`src/rtl/mult_pkg.sv`:
```
// Shared definitions for the iterative shift-add multiplier: FSM encoding,
// iteration count and the write-back discard rule.
package mult_pkg;

  typedef enum logic [1:0] {
    IDLE = 2'b00,
    BUSY = 2'b01,
    FIX  = 2'b10,
    DONE = 2'b11
  } state_t;

  localparam int ITER  = 32;
  localparam int CNT_W = 6;

  // Register 0 of the integer file is hard-wired, so such results are dropped.
  function automatic logic is_discard(input logic [4:0] dreg, input logic dfp);
    return (dreg == 5'd0) && !dfp;
  endfunction

endpackage

```
`src/rtl/adder_n.sv`:
```
// Generic N-bit ripple adder with carry in/out.
module adder_n #(
  parameter int N = 32
) (
  input  logic [N-1:0] a,
  input  logic [N-1:0] b,
  input  logic         cin,
  output logic [N-1:0] sum,
  output logic         cout
);

  assign {cout, sum} = {1'b0, a} + {1'b0, b} + {{N{1'b0}}, cin};

endmodule

```
`src/rtl/mult_unit.sv`:
```
// Multi-cycle mult/multu unit: sign-magnitude shift-add over ITER cycles,
// sign fix-up, then a held write-back slot released by wb_ack.
module mult_unit
  import mult_pkg::*;
#(
  parameter int WIDTH = 32,
  parameter int ITER  = mult_pkg::ITER
) (
  input  logic             clk,
  input  logic             rst_n,
  input  logic             start,
  input  logic             is_signed,
  input  logic [WIDTH-1:0] op_a,
  input  logic [WIDTH-1:0] op_b,
  input  logic [4:0]       dest_reg,
  input  logic             dest_fp,
  output logic             reg_lock_mult,
  output logic             wb_valid,
  output logic [4:0]       wb_reg,
  output logic [WIDTH-1:0] wb_data,
  output logic             wb_fp,
  input  logic             wb_ack
);

  localparam logic [WIDTH-1:0] ONE   = {{(WIDTH-1){1'b0}}, 1'b1};
  localparam logic [WIDTH-1:0] ZERO  = {WIDTH{1'b0}};
  localparam logic [CNT_W-1:0] LAST  = CNT_W'(ITER - 1);
  localparam logic [CNT_W-1:0] C_ONE = {{(CNT_W-1){1'b0}}, 1'b1};

  state_t           state_r;
  logic [CNT_W-1:0] cnt_r;
  logic [WIDTH-1:0] mcand_r;
  logic [WIDTH-1:0] mplier_r;
  logic [WIDTH-1:0] acc_r;
  logic             neg_r;
  logic [4:0]       dreg_r;
  logic             dfp_r;

  logic             accept_s;
  logic [WIDTH-1:0] mag_a_s;
  logic [WIDTH-1:0] mag_b_s;
  logic [WIDTH-1:0] addend_s;
  logic [WIDTH-1:0] sum_s;
  logic [WIDTH-1:0] final_s;
  logic             adder_cout_unused_s;

  function automatic logic [WIDTH-1:0] twos_neg(input logic [WIDTH-1:0] v);
    return ~v + ONE;
  endfunction

  adder_n #(.N(WIDTH)) u_acc_add (
    .a    (acc_r),
    .b    (addend_s),
    .cin  (1'b0),
    .sum  (sum_s),
    .cout (adder_cout_unused_s)
  );

  // Operand magnitudes, accept decision, partial-product select and sign fix-up.
  always_comb begin
    accept_s = 1'b0;
    if (state_r == IDLE) begin
      accept_s = start;
    end else if (state_r == DONE) begin
      accept_s = start & wb_ack;
    end else begin
      accept_s = 1'b0;
    end

    mag_a_s = op_a;
    if (is_signed && op_a[WIDTH-1]) begin
      mag_a_s = twos_neg(op_a);
    end else begin
      mag_a_s = op_a;
    end

    mag_b_s = op_b;
    if (is_signed && op_b[WIDTH-1]) begin
      mag_b_s = twos_neg(op_b);
    end else begin
      mag_b_s = op_b;
    end

    addend_s = ZERO;
    if (mplier_r[0]) begin
      addend_s = mcand_r;
    end else begin
      addend_s = ZERO;
    end

    final_s = acc_r;
    if (neg_r) begin
      final_s = twos_neg(acc_r);
    end else begin
      final_s = acc_r;
    end
  end

  // Control FSM, datapath registers and registered write-back outputs.
  always_ff @(posedge clk or negedge rst_n) begin
    if (!rst_n) begin
      state_r       <= IDLE;
      cnt_r         <= {CNT_W{1'b0}};
      mcand_r       <= ZERO;
      mplier_r      <= ZERO;
      acc_r         <= ZERO;
      neg_r         <= 1'b0;
      dreg_r        <= 5'd0;
      dfp_r         <= 1'b0;
      reg_lock_mult <= 1'b0;
      wb_valid      <= 1'b0;
      wb_reg        <= 5'd0;
      wb_data       <= ZERO;
      wb_fp         <= 1'b0;
    end else if (accept_s) begin
      // A DONE-state accept also retires the held result on this edge.
      mcand_r       <= mag_a_s;
      mplier_r      <= mag_b_s;
      neg_r         <= is_signed & (op_a[WIDTH-1] ^ op_b[WIDTH-1]);
      dreg_r        <= dest_reg;
      dfp_r         <= dest_fp;
      acc_r         <= ZERO;
      cnt_r         <= {CNT_W{1'b0}};
      reg_lock_mult <= 1'b1;
      wb_valid      <= 1'b0;
      state_r       <= BUSY;
    end else begin
      case (state_r)
        IDLE: begin
          state_r <= IDLE;
        end
        BUSY: begin
          acc_r    <= sum_s;
          mcand_r  <= {mcand_r[WIDTH-2:0], 1'b0};
          mplier_r <= {1'b0, mplier_r[WIDTH-1:1]};
          cnt_r    <= cnt_r + C_ONE;
          if (cnt_r == LAST) begin
            state_r <= FIX;
          end else begin
            state_r <= BUSY;
          end
        end
        FIX: begin
          acc_r <= final_s;
          if (is_discard(dreg_r, dfp_r)) begin
            reg_lock_mult <= 1'b0;
            state_r       <= IDLE;
          end else begin
            wb_valid <= 1'b1;
            wb_data  <= final_s;
            wb_reg   <= dreg_r;
            wb_fp    <= dfp_r;
            state_r  <= DONE;
          end
        end
        DONE: begin
          if (wb_ack) begin
            wb_valid      <= 1'b0;
            reg_lock_mult <= 1'b0;
            state_r       <= IDLE;
          end else begin
            state_r <= DONE;
          end
        end
        default: begin
          state_r <= IDLE;
        end
      endcase
    end
  end

endmodule

```
`config.mk`:
```
export PLATFORM = sky130hd
export DESIGN_NAME = mult_unit
export DESIGN_NICKNAME = d
export VERILOG_FILES = /design/src/rtl/mult_pkg.sv /design/src/rtl/adder_n.sv /design/src/rtl/mult_unit.sv
export SDC_FILE = /design/constraint.sdc
export NUM_CORES = 1
export LEC_CHECK = 0
export ABC_AREA = 1
export BUFFER_PORTS_ARGS = -buffer_cell sky130_fd_sc_hd__buf_2
export CORE_MARGIN = 1.5
export CORE_UTILIZATION = 37
export DETAILED_ROUTE_END_ITERATION = 8
export PLACE_DENSITY = 0.55
export SLEW_MARGIN = 20
export SYNTH_ARGS = -nofsm -noshare
export SYNTH_HDL_FRONTEND = slang
export SYNTH_SLANG_ARGS = --single-unit
```
`constraint.sdc`:
```
create_clock -name clk -period 2.3 [get_ports clk]
set_input_delay 0 -clock clk [delete_from_list [all_inputs] [get_ports clk]]
set_output_delay 0 -clock clk [all_outputs]
set_load 0.005 [all_outputs]
```
==> results of run 1 <==
final timing paths:
kind                                    startpoint                  endpoint  slack [ns]  cells after the start
max                        mplier_r[0]$_DFFE_PN0P_     acc_r[27]$_DFFE_PN0P_        0.06                     16
min in group asynchronous                    rst_n    wb_data[4]$_DFFE_PN0P_        0.13                      2
min                                       op_b[11]  mplier_r[11]$_DFFE_PN0P_        0.03                      5
min reg2reg                wb_data[19]$_DFFE_PN0P_   wb_data[19]$_DFFE_PN0P_        0.47                      2
max in group asynchronous                    rst_n  mplier_r[15]$_DFFE_PN0P_        1.46                      3
max reg2reg                mplier_r[0]$_DFFE_PN0P_     acc_r[27]$_DFFE_PN0P_        0.06                     16
final cells by class:
type | count | area [um^2]
Fill cell | 3412 | 16500
Multi-Input combinational cell | 1465 | 7400
Sequential cell | 151 | 3780
Timing Repair Buffer | 269 | 1950
Inverter | 289 | 1090
Tap cell | 435 | 544
Clock buffer | 21 | 450
Clock inverter | 10 | 98.8
power groups by stage:
| stage | clock, W | combinational [W] | sequential [W] |
|---|---|---|---|
| after floorplan | 0 | 0.00760 | 0.00467 |
| after global placement | 0 | 0.0114 | 0.00502 |
| after detailed placement | 0 | 0.0115 | 0.00504 |
| after CTS | 0.00277 | 0.0117 | 0.00501 |
| after global routing | 0.00287 | 0.0143 | 0.00527 |
| final | 0.00272 | 0.0126 | 0.00514 |
layer usage:
metal  vias up  track usage  share of wire
met5         -            0              0
met1      5924        0.354           0.51
met3        29       0.0306          0.038
met4         0       0.0646          0.016
li1       6632            -              -
met2       306        0.388           0.44
Yosys cell counts, types with 4 or more instances:
cell and number:
nand2_1 733, inv_1 284, nor2_1 188, dfrtp_1 151, nand3_1 150, o21ai_0 127, a21oi_1 49, xor2_1 42
ha_1 35, clkbuf_1 28, buf_2 23, nand4_1 21, nor3_1 18, o21ai_1 13, o22ai_1 12, o211ai_1 10
xnor2_1 9, nand3b_1 8, o21bai_1 7, buf_1 5, o22a_1 5, a22oi_1 4, a31oi_1 4, or2_2 4
worst register-to-register path: stages (launching register included):
cell,delay [ns]
dfrtp_2,0.44
buf_8,0.16
nand2_1,0.09
inv_1,0.05
ha_1,0.32
nand2_1,0.17
inv_1,0.05
nand2_1,0.05
and2_1,0.13
nand2_1,0.06
a21oi_1,0.14
buf_4,0.13
nand2_1,0.04
nand2_1,0.05
nand3_1,0.10
nand2_1,0.09
nand2_1,0.05
cell families (layout without fill, tap and decap cells):
logic type | count (synthesis) | after routing | share of synthesized area
fa+ha+maj | 36 | 36 | 0.0381
xor+xnor | 51 | 51 | 0.0371
simple gates | 1135 | 1135 | 0.385
compound gates | 243 | 243 | 0.112
buf+inv | 348 | 589 | 0.113
flops | 151 | 151 | 0.314
what timing repair did:
| action | in CTS | in global routing |
|---|---|---|
| endpoints found under the setup margin | 4 | 28 |
| resized for setup | 6 | 100 |
| endpoints found under the hold margin | 118 | 0 |
| cloned | 0 | 1 |
| setup buffers | 0 | 6 |
| pin swaps | 0 | 9 |
| hold buffers | 59 | 0 |
per-stage QoR:
step	std cells	setup TNS, ns	hold WS (ns)	power, W	instance area [um^2]
after floorplan	1964	0	-0.296	0.0123	12000
after global placement	2543	-0.115	0.0376	0.0164	13600
after detailed placement	2543	-0.123	0.0407	0.0165	13600
after CTS	2633	0	0.00434	0.0195	14800
after global routing	2640	-0.302	0.0407	0.0225	15300
final	2640	0	0.0293	0.0205	15300
==> results.sh, run 1 <==
export IMPL_setup_slack_ns=0.0625
export IMPL_wl_um=40400
export IMPL_n_antenna_cell=0
export IMPL_path_cells="buf_8, nand2_1, inv_1, ha_1, nand2_1, inv_1, nand2_1, and2_1, nand2_1, a21oi_1, buf_4, nand2_1, nand2_1, nand3_1, nand2_1, nand2_1"
export IMPL_die_h_um=183
export IMPL_place_hpwl_um=31100
export IMPL_worst_pin_slew_ns=0.606
export IMPL_area_delta_synth_final_pct=27.3
export IMPL_finalClockSkew_ns=0.00896
export IMPL_p_clk_frac=0.133
export IMPL_antenna_found_initial=0
export IMPL_route_detailed_drc=0
export IMPL_ir_worst_vdd_v=0.000569
export IMPL_grt_first_pass_wirelength_um=64800
export IMPL_syn_inst=1964
export IMPL_worst_ep_arrival_time_ns=2.57
export IMPL_hp_class="in -> reg"
export IMPL_grt_max_degree=71
export IMPL_ys_seq_area_frac=0.314
export IMPL_layout_nets=2304
export IMPL_yosys_area_top_type="dfrtp_1"
export IMPL_avgSynthCellArea_um2=6.12
export IMPL_core_mm2=0.0318
export IMPL_cts_htree_levels=4
export IMPL_outcome="complete, no violations"
export IMPL_post_route_period_util=0.973
export IMPL_final_cell_mix="nand2_1 (708), inv_1 (280), nor2_1 (178)"
export IMPL_drtIter0Drc=922
export IMPL_combPwrFrac=0.617
export IMPL_numCtsBuffers=17
export IMPL_synth_edf_count=0
export IMPL_crit_path_max_incr_delay_ns=0.44
export IMPL_crit_path_start_kind="flop"
export IMPL_vias_per_cell=4.88
export IMPL_layout_commonest_cell="nand2_1"
export IMPL_timing_max_cap_violations=0
export IMPL_grt_usage=0.246
export IMPL_p_int_w=0.0105
export IMPL_p_sw_w=0.00996
export IMPL_worstSetupEndpointType="flop"
export IMPL_final_util=0.481
export IMPL_synth_top_cell_area_share=0.314
export IMPL_cts_sinks=151
export IMPL_clk_pin_slew_ns=0.06
export IMPL_synth_area_mm2=0.0120
export IMPL_die_w_um=183
export IMPL_synthDistinctLibCells=44
export IMPL_seqPwrFrac=0.250
export IMPL_cp_slowest_cell="dfrtp_2"
export IMPL_post_place_ws_ns=-0.0919
export IMPL_p_leak_nw=8.07
export IMPL_required_ns=2.63
export IMPL_hold_viol_final=0
export IMPL_cts_tree="built"
export IMPL_swShare=0.486
export IMPL_path_class="reg -> reg"
export IMPL_clock_root_buffer="clkbuf_16"
export IMPL_power_density_mw_per_mm2=1340
export IMPL_port_buffer_count=114
export IMPL_ant_nets=0
export IMPL_critPathBufInv=4
export IMPL_yosysWarningCount=0
export IMPL_overflow=0
export IMPL_grt_pass1_vias=12100
export IMPL_setup_viol=0
export IMPL_drv_slew=0
export IMPL_path_max_fanout=17
export IMPL_fp_row_count=65
export IMPL_async_reset_ff_frac=1.00
export IMPL_fmax_mhz=447
export IMPL_num_vias=12900
export IMPL_path_delay_family="simple AND/OR/NAND/NOR gates"
export IMPL_crit_top_cell="nand2_1"
export IMPL_synth_nets=2075
export IMPL_clk_path_buf_depth=2
export IMPL_maxSlewHeadroom=0.593
export IMPL_wire_per_inst_um=15.3
export IMPL_initial_utilization=0.378
export IMPL_synth_main_ff_cell="dfrtp_1"
export IMPL_synth_seq_cells=151
export IMPL_pin_count=115
export IMPL_rsz0062_at_grt="true"
export IMPL_die_area_mm2=0.0336
export IMPL_gp_congestion=0.912
export IMPL_synth_area_top_cells="dfrtp_1 (31%), nand2_1 (23%), inv_1 (8.9%)"
export IMPL_insertion_delay_ns=0.44
export IMPL_drive_gt1_frac=0.157
export IMPL_first_pass_iters=5
export IMPL_fin_crit_ns=2.24
(Power assumes the default switching activity.)
==> run 2, diff against run 1 <==
Settings changed: ABC_AREA 1 to unset, CORE_MARGIN 1.5 to 5, CORE_UTILIZATION 37 to 54, PLACE_DENSITY 0.55 to 0.76.
==> run 2 against run 1 <==
Net effect: the flow now finishes with violations (negative hold slack, negative setup slack); critical path depth shrank 4; sequential power shrank 7.6%; final area shrank 4.1%; sequential cell count is the same; area after synthesis shrank 15%; routed wire length shrank 11%; clock power grew 15%; global-route usage grew 6.0 points; total power shrank 9.3%; combinational power shrank 15%; sequential share of layout area grew 1.1 points; critical endpoint is now acc_r[16]$_DFFE_PN0P_; largest cell class unchanged.
==> results.sh, run 2 <==
export IMPL_outcome="complete, but fails checks"
export IMPL_violations="negative hold slack, negative setup slack"
export IMPL_fp_row_count=50
export IMPL_power_density_mw_per_mm2=1270
export IMPL_hold_viol_final=2
export IMPL_grt_first_pass_wirelength_um=54400
export IMPL_clk_path_buf_depth=2
export IMPL_setup_slack_ns=-0.512
export IMPL_p_leak_nw=6.61
export IMPL_clk_pin_slew_ns=0.06
export IMPL_timing_max_cap_violations=0
export IMPL_worst_ep_arrival_time_ns=3.09
export IMPL_power_w=0.0186
export IMPL_wl_um=35800
export IMPL_cp_slowest_cell="dfrtp_2"
export IMPL_n_antenna_cell=0
export IMPL_path_max_fanout=7
export IMPL_syn_inst=1284
export IMPL_drv_slew=0
export IMPL_drtIter0Drc=1185
export IMPL_cts_tree="built"
export IMPL_overflow=0
export IMPL_vias_per_cell=6.03
export IMPL_crit_path_start_kind="flop"
export IMPL_synthDistinctLibCells=62
export IMPL_num_vias=11300
export IMPL_synth_main_ff_cell="dfrtp_1"
export IMPL_finalClockSkew_ns=0.0101
export IMPL_post_route_period_util=1.22
export IMPL_async_reset_ff_frac=1.00
export IMPL_numCtsBuffers=17
export IMPL_fin_crit_ns=2.81
export IMPL_antenna_found_initial=0
export IMPL_synth_edf_count=0
export IMPL_synth_seq_cells=151
export IMPL_clock_root_buffer="clkbuf_16"
export IMPL_initial_utilization=0.547
export IMPL_fmax_mhz=356
export IMPL_wire_per_inst_um=19.1
export IMPL_gp_congestion=0.964
export IMPL_yosys_area_top_type="dfrtp_1"
export IMPL_fin_setup_tns_ns=-6.64
export IMPL_post_place_ws_ns=-0.512
export IMPL_die_h_um=147
export IMPL_grt_max_degree=93
export IMPL_yosysWarningCount=0
export IMPL_maxSlewHeadroom=0.442
export IMPL_synth_most_common_cell="nand2_1"
export IMPL_fill_cells=1184
export IMPL_ant_nets=0
export IMPL_setup_viol=25
export IMPL_seq_area_mm2=0.00379
export IMPL_final_cell_mix="nand2_1 (275), buf_4 (197), dfrtp_1 (144)"
export IMPL_avgSynthCellArea_um2=7.94
export IMPL_worstSetupEndpointType="flop"
export IMPL_holdWs_ns=-0.00338
export IMPL_layout_nets=1743
export IMPL_synthTopCellsByCount="nand2_1 (282), dfrtp_1 (151), nor2_1 (114)"
export IMPL_synth_area_mm2=0.0102
export IMPL_placed_cell_area_mm2=0.0125
export IMPL_core_mm2=0.0186
export IMPL_worst_pin_slew_ns=0.836
export IMPL_insertion_delay_ns=0.44
export IMPL_grt_usage=0.306
export IMPL_cts_sinks=151
export IMPL_final_area_mm2=0.0147
export IMPL_ir_worst_vdd_v=0.000757
export IMPL_rsz0062_at_grt="true"
export IMPL_path_cells="buf_6, and2_4, ha_4, a211oi_2, o21bai_1, a21oi_1, o211ai_1, buf_4, a21o_1, a21oi_2, xor2_1, o221ai_1"
export IMPL_first_pass_iters=6
export IMPL_die_area_mm2=0.0217
export IMPL_synth_nets=1395
export IMPL_drive_gt1_frac=0.299
export IMPL_port_buffer_count=114
export IMPL_ys_seq_area_frac=0.371
export IMPL_place_hpwl_um=22000
export IMPL_die_w_um=147
export IMPL_route_detailed_drc=0
export IMPL_multiInputGateArea_mm2=0.00681
export IMPL_synth_area_top_cells="dfrtp_1 (37%), nand2_1 (10%), xnor2_1 (5.8%)"
export IMPL_cts_htree_levels=4
export IMPL_area_delta_synth_final_pct=44.0
export IMPL_grt_pass1_vias=10700
export IMPL_layout_commonest_cell="nand2_1"
export IMPL_required_ns=2.58
export IMPL_path_class="reg -> reg"
export IMPL_pin_count=115
export IMPL_hp_class="in -> reg"
export IMPL_crit_path_max_incr_delay_ns=0.47
export IMPL_synth_top_cell_area_share=0.371
## run 2: routing by layer
metal	wire, um	track usage	vias to the layer above	part of all wire
met5	0	0	-	0
met4	1540	0.100	0	0.043
met3	3210	0.0472	144	0.089
met2	16800	0.506	713	0.47
met1	14200	0.414	5270	0.40
li1	-	-	5195	-
## run 2: path summary, 6_finish.rpt
check                                              from  cells after the start  slack, ns                endpoint
worst max register to register  mplier_r[0]$_DFFE_PN0P_                     12      -0.51   acc_r[16]$_DFFE_PN0P_
worst min-delay path                            op_a[1]                      5     -0.003  mcand_r[1]$_DFFE_PN0P_
max in group asynchronous                         rst_n                      3       1.46   dreg_r[1]$_DFFE_PN0P_
min in group asynchronous                         rst_n                      2       0.08  wb_data[9]$_DFFE_PN0P_
worst min register to register    wb_reg[4]$_DFFE_PN0P_                      2       0.47   wb_reg[4]$_DFFE_PN0P_
worst max-delay path            mplier_r[0]$_DFFE_PN0P_                     12      -0.51   acc_r[16]$_DFFE_PN0P_
## run 2: cell type report
type,instances,area share
clock inverter,12,0.0136
clock buffer,19,0.0302
tap,234,0.0199
multi-input combinational,1044,0.464
sequential,151,0.258
inverter,20,0.00511
timing repair buffer,398,0.210
## run 2: report_power, final
group          switching, W  internal (W)  leakage [nW]
clock               0.00118       0.00195         0.314
combinational       0.00561       0.00510          4.41
sequential         0.000999       0.00375          1.89
## run 2: worst max-delay path, delay by kind of cell, from the launching register on
kind / cells / cell delay (ns)
simple gates: 1 / 0.17
flops: 1 / 0.47
xor+xnor: 1 / 0.19
fa+ha+maj: 1 / 0.23
compound gates: 7 / 1.24
buf+inv: 2 / 0.36
## run 2: through the flow
step,utilization,hold slack [ns],std cells
global placement,0.669,-0.0125,1758
global route,0.788,0.0170,1878
finish,0.788,-0.00338,1878
floorplan,-,-0.296,1284
detailed placement,0.669,-0.0162,1758
CTS,0.766,0.000341,1869
## run 2: cell families (layout without fill, tap and decap cells)
family | Yosys count | count (layout) | synth area share
adder cells (fa/ha/maj) | 36 | 36 | 0.0449
AND/OR/NAND/NOR | 544 | 544 | 0.237
buffers and inverters | 89 | 449 | 0.0329
AO/OA/AOI/OAI | 345 | 345 | 0.212
flip-flops | 151 | 151 | 0.371
XOR/XNOR | 119 | 119 | 0.102
## run 2: timing repair
item	4_1_cts	5_1_grt
cloned	1	0
endpoints found under the hold margin	160	0
resized for setup	86	75
buffers inserted	15	14
setup endpoints to repair	31	37
hold buffers	66	0
pin swaps	48	41
==> run 3, diff against run 2 <==
Settings changed: ABC_AREA set to 1, CORE_UTILIZATION 54 to 55, PLACE_DENSITY 0.76 to 0.77.
==> run 3 against run 2 <==
Net effect: first-iteration DRC count shrank 9.5%; cell count rose by 31%; highest routed layer unchanged; setup slack better by 0.48 ns; the flow finishes with violations (negative setup slack); global-route usage is 1.1 points higher; combinational power increased by 16%.
==> results.sh, run 3 (synthesized netlist as in run 1, its figures left out) <==
export IMPL_outcome="complete, but fails checks"
export IMPL_violations="negative setup slack"
export IMPL_ant_nets=0
export IMPL_p_leak_nw=8.05
export IMPL_drtIter0Drc=1073
export IMPL_grt_pass1_vias=12300
export IMPL_wl_met2_um=18000
export IMPL_vias_per_cell=5.40
export IMPL_port_buffer_count=114
export IMPL_gp_congestion=0.950
export IMPL_worstSetupEndpointType="flop"
export IMPL_crit_top_cell="nand2_1"
export IMPL_fp_row_count=54
export IMPL_grt_usage=0.317
export IMPL_grt_max_degree=72
export IMPL_route_detailed_drc=0
export IMPL_post_route_period_util=1.01
export IMPL_path_delay_family="simple AND/OR/NAND/NOR gates"
export IMPL_cts_tree="built"
export IMPL_drv_slew=0
export IMPL_wire_per_inst_um=16.1
export IMPL_numCtsBuffers=17
export IMPL_ir_worst_vdd_v=0.000538
export IMPL_hold_viol_final=0
export IMPL_worst_pin_slew_ns=0.674
export IMPL_cp_slowest_cell="dfrtp_2"
export IMPL_power_density_mw_per_mm2=1370
export IMPL_clk_path_buf_depth=2
export IMPL_num_vias=13300
export IMPL_multiInputGateArea_mm2=0.00745
export IMPL_post_place_ws_ns=-0.0745
export IMPL_setup_viol=1
export IMPL_cts_sinks=151
export IMPL_routedLengthMet1_um=17700
export IMPL_fin_setup_tns_ns=-0.0293
export IMPL_core_mm2=0.0217
export IMPL_first_pass_iters=7
export IMPL_insertion_delay_ns=0.44
export IMPL_crit_path_start_kind="flop"
export IMPL_die_w_um=158
export IMPL_path_class="reg -> reg"
export IMPL_drive_gt1_frac=0.161
export IMPL_maxSlewHeadroom=0.550
export IMPL_seq_area_mm2=0.00378
export IMPL_pin_count=115
export IMPL_critPathBufInv=3
export IMPL_top_layer="met4"
export IMPL_required_ns=2.58
export IMPL_n_antenna_cell=0
export IMPL_cts_htree_levels=4
export IMPL_path_cells="buf_12, buf_4, nand2_1, inv_1, ha_4, nand2_1, nand2_1, a21oi_2, nor2_1, nor2_1, nand2_1, or2_2, nand3_1, nand3_1"
export IMPL_route_met3_wl_um=2710
export IMPL_finalClockSkew_ns=0.0137
export IMPL_fin_crit_ns=2.33
export IMPL_setup_slack_ns=-0.0293
export IMPL_layout_nets=2284
export IMPL_grt_first_pass_wirelength_um=62900
export IMPL_fill_cells=1897
export IMPL_final_cell_mix="nand2_1 (696), inv_1 (279), nor2_1 (172)"
export IMPL_path_max_fanout=8
export IMPL_die_area_mm2=0.0249
export IMPL_reg2reg_setup_slack_ns=-0.03
export IMPL_layout_commonest_cell="nand2_1"
export IMPL_fmax_mhz=429
export IMPL_place_hpwl_um=30100
export IMPL_die_h_um=158
export IMPL_final_area_mm2=0.0151
export IMPL_final_util=0.698
export IMPL_clock_root_buffer="clkbuf_16"
export IMPL_rsz0062_at_grt="true"
export IMPL_initial_utilization=0.554
export IMPL_timing_max_cap_violations=0
export IMPL_wl_um=39600
export IMPL_overflow=0
export IMPL_crit_path_max_incr_delay_ns=0.45
export IMPL_antenna_found_initial=0
export IMPL_area_delta_synth_final_pct=26.0
export IMPL_clk_pin_slew_ns=0.06
export IMPL_worst_ep_arrival_time_ns=2.61
export IMPL_placed_cell_area_mm2=0.0133
export IMPL_hp_class="in -> reg"
run 3: final cells by class:
| type | instances | area share |
|---|---|---|
| repair buffers | 249 | 0.121 |
| clock buffers | 19 | 0.0286 |
| inverters | 289 | 0.0718 |
| clock inverters | 12 | 0.0148 |
| flip-flops and latches | 151 | 0.250 |
| well taps | 280 | 0.0231 |
| multi-input cells | 1465 | 0.492 |
run 3: metal layers:
metal  vias up  track usage
met5         -            0
met4         0        0.114
met3        60       0.0500
met2       499        0.504
met1      6160        0.440
li1       6591            -
run 3: timing repair:
item / in CTS / in global routing
resized for setup: 16 / 111
gates cloned: 1 / 1
pin swaps: 1 / 20
endpoints found under the hold margin: 146 / 0
endpoints found under the setup margin: 9 / 40
buffers inserted: 0 / 6
hold buffers: 56 / 0
run 3: power by group:
group / internal, W / total, W / switching (W) / leakage [nW]
Sequential: 0.00394 / 0.00515 / 0.00121 / 1.84
Clock: 0.00203 / 0.00317 / 0.00114 / 0.317
Combinational: 0.00488 / 0.0124 / 0.00756 / 5.90
Total: 0.0109 / 0.0208 / 0.00991 / 8.05
run 3: worst paths after layout:
check,start,endpoint,depth (start not counted)
worst max-delay path,mplier_r[0]$_DFFE_PN0P_,acc_r[15]$_DFFE_PN0P_,14
worst min-delay path,op_b[14],mplier_r[14]$_DFFE_PN0P_,5
worst max register to register,mplier_r[0]$_DFFE_PN0P_,acc_r[15]$_DFFE_PN0P_,14
worst min register to register,wb_data[24]$_DFFE_PN0P_,wb_data[24]$_DFFE_PN0P_,2
max in group asynchronous,rst_n,acc_r[28]$_DFFE_PN0P_,3
min in group asynchronous,rst_n,wb_data[5]$_DFFE_PN0P_,2
run 3: worst reg2reg max path: stages, from the launching register on:
cell and delay (ns):
dfrtp_2 0.45, buf_12 0.15, buf_4 0.13, nand2_1 0.06, inv_1 0.06, ha_4 0.24, nand2_1 0.06, nand2_1 0.08
a21oi_2 0.23, nor2_1 0.06, nor2_1 0.09, nand2_1 0.11, or2_2 0.29, nand3_1 0.08, nand3_1 0.09
run 3: through the flow:
stage	cells	power [W]	hold slack (ns)
2_1_floorplan	1964	0.0123	-0.296
3_3_place_gp	2370	0.0158	-0.00667
3_5_place_dp	2370	0.0160	-0.0101
4_1_cts	2458	0.0195	0.00137
5_1_grt	2465	0.0225	0.0347
6_report	2465	0.0208	0.0121
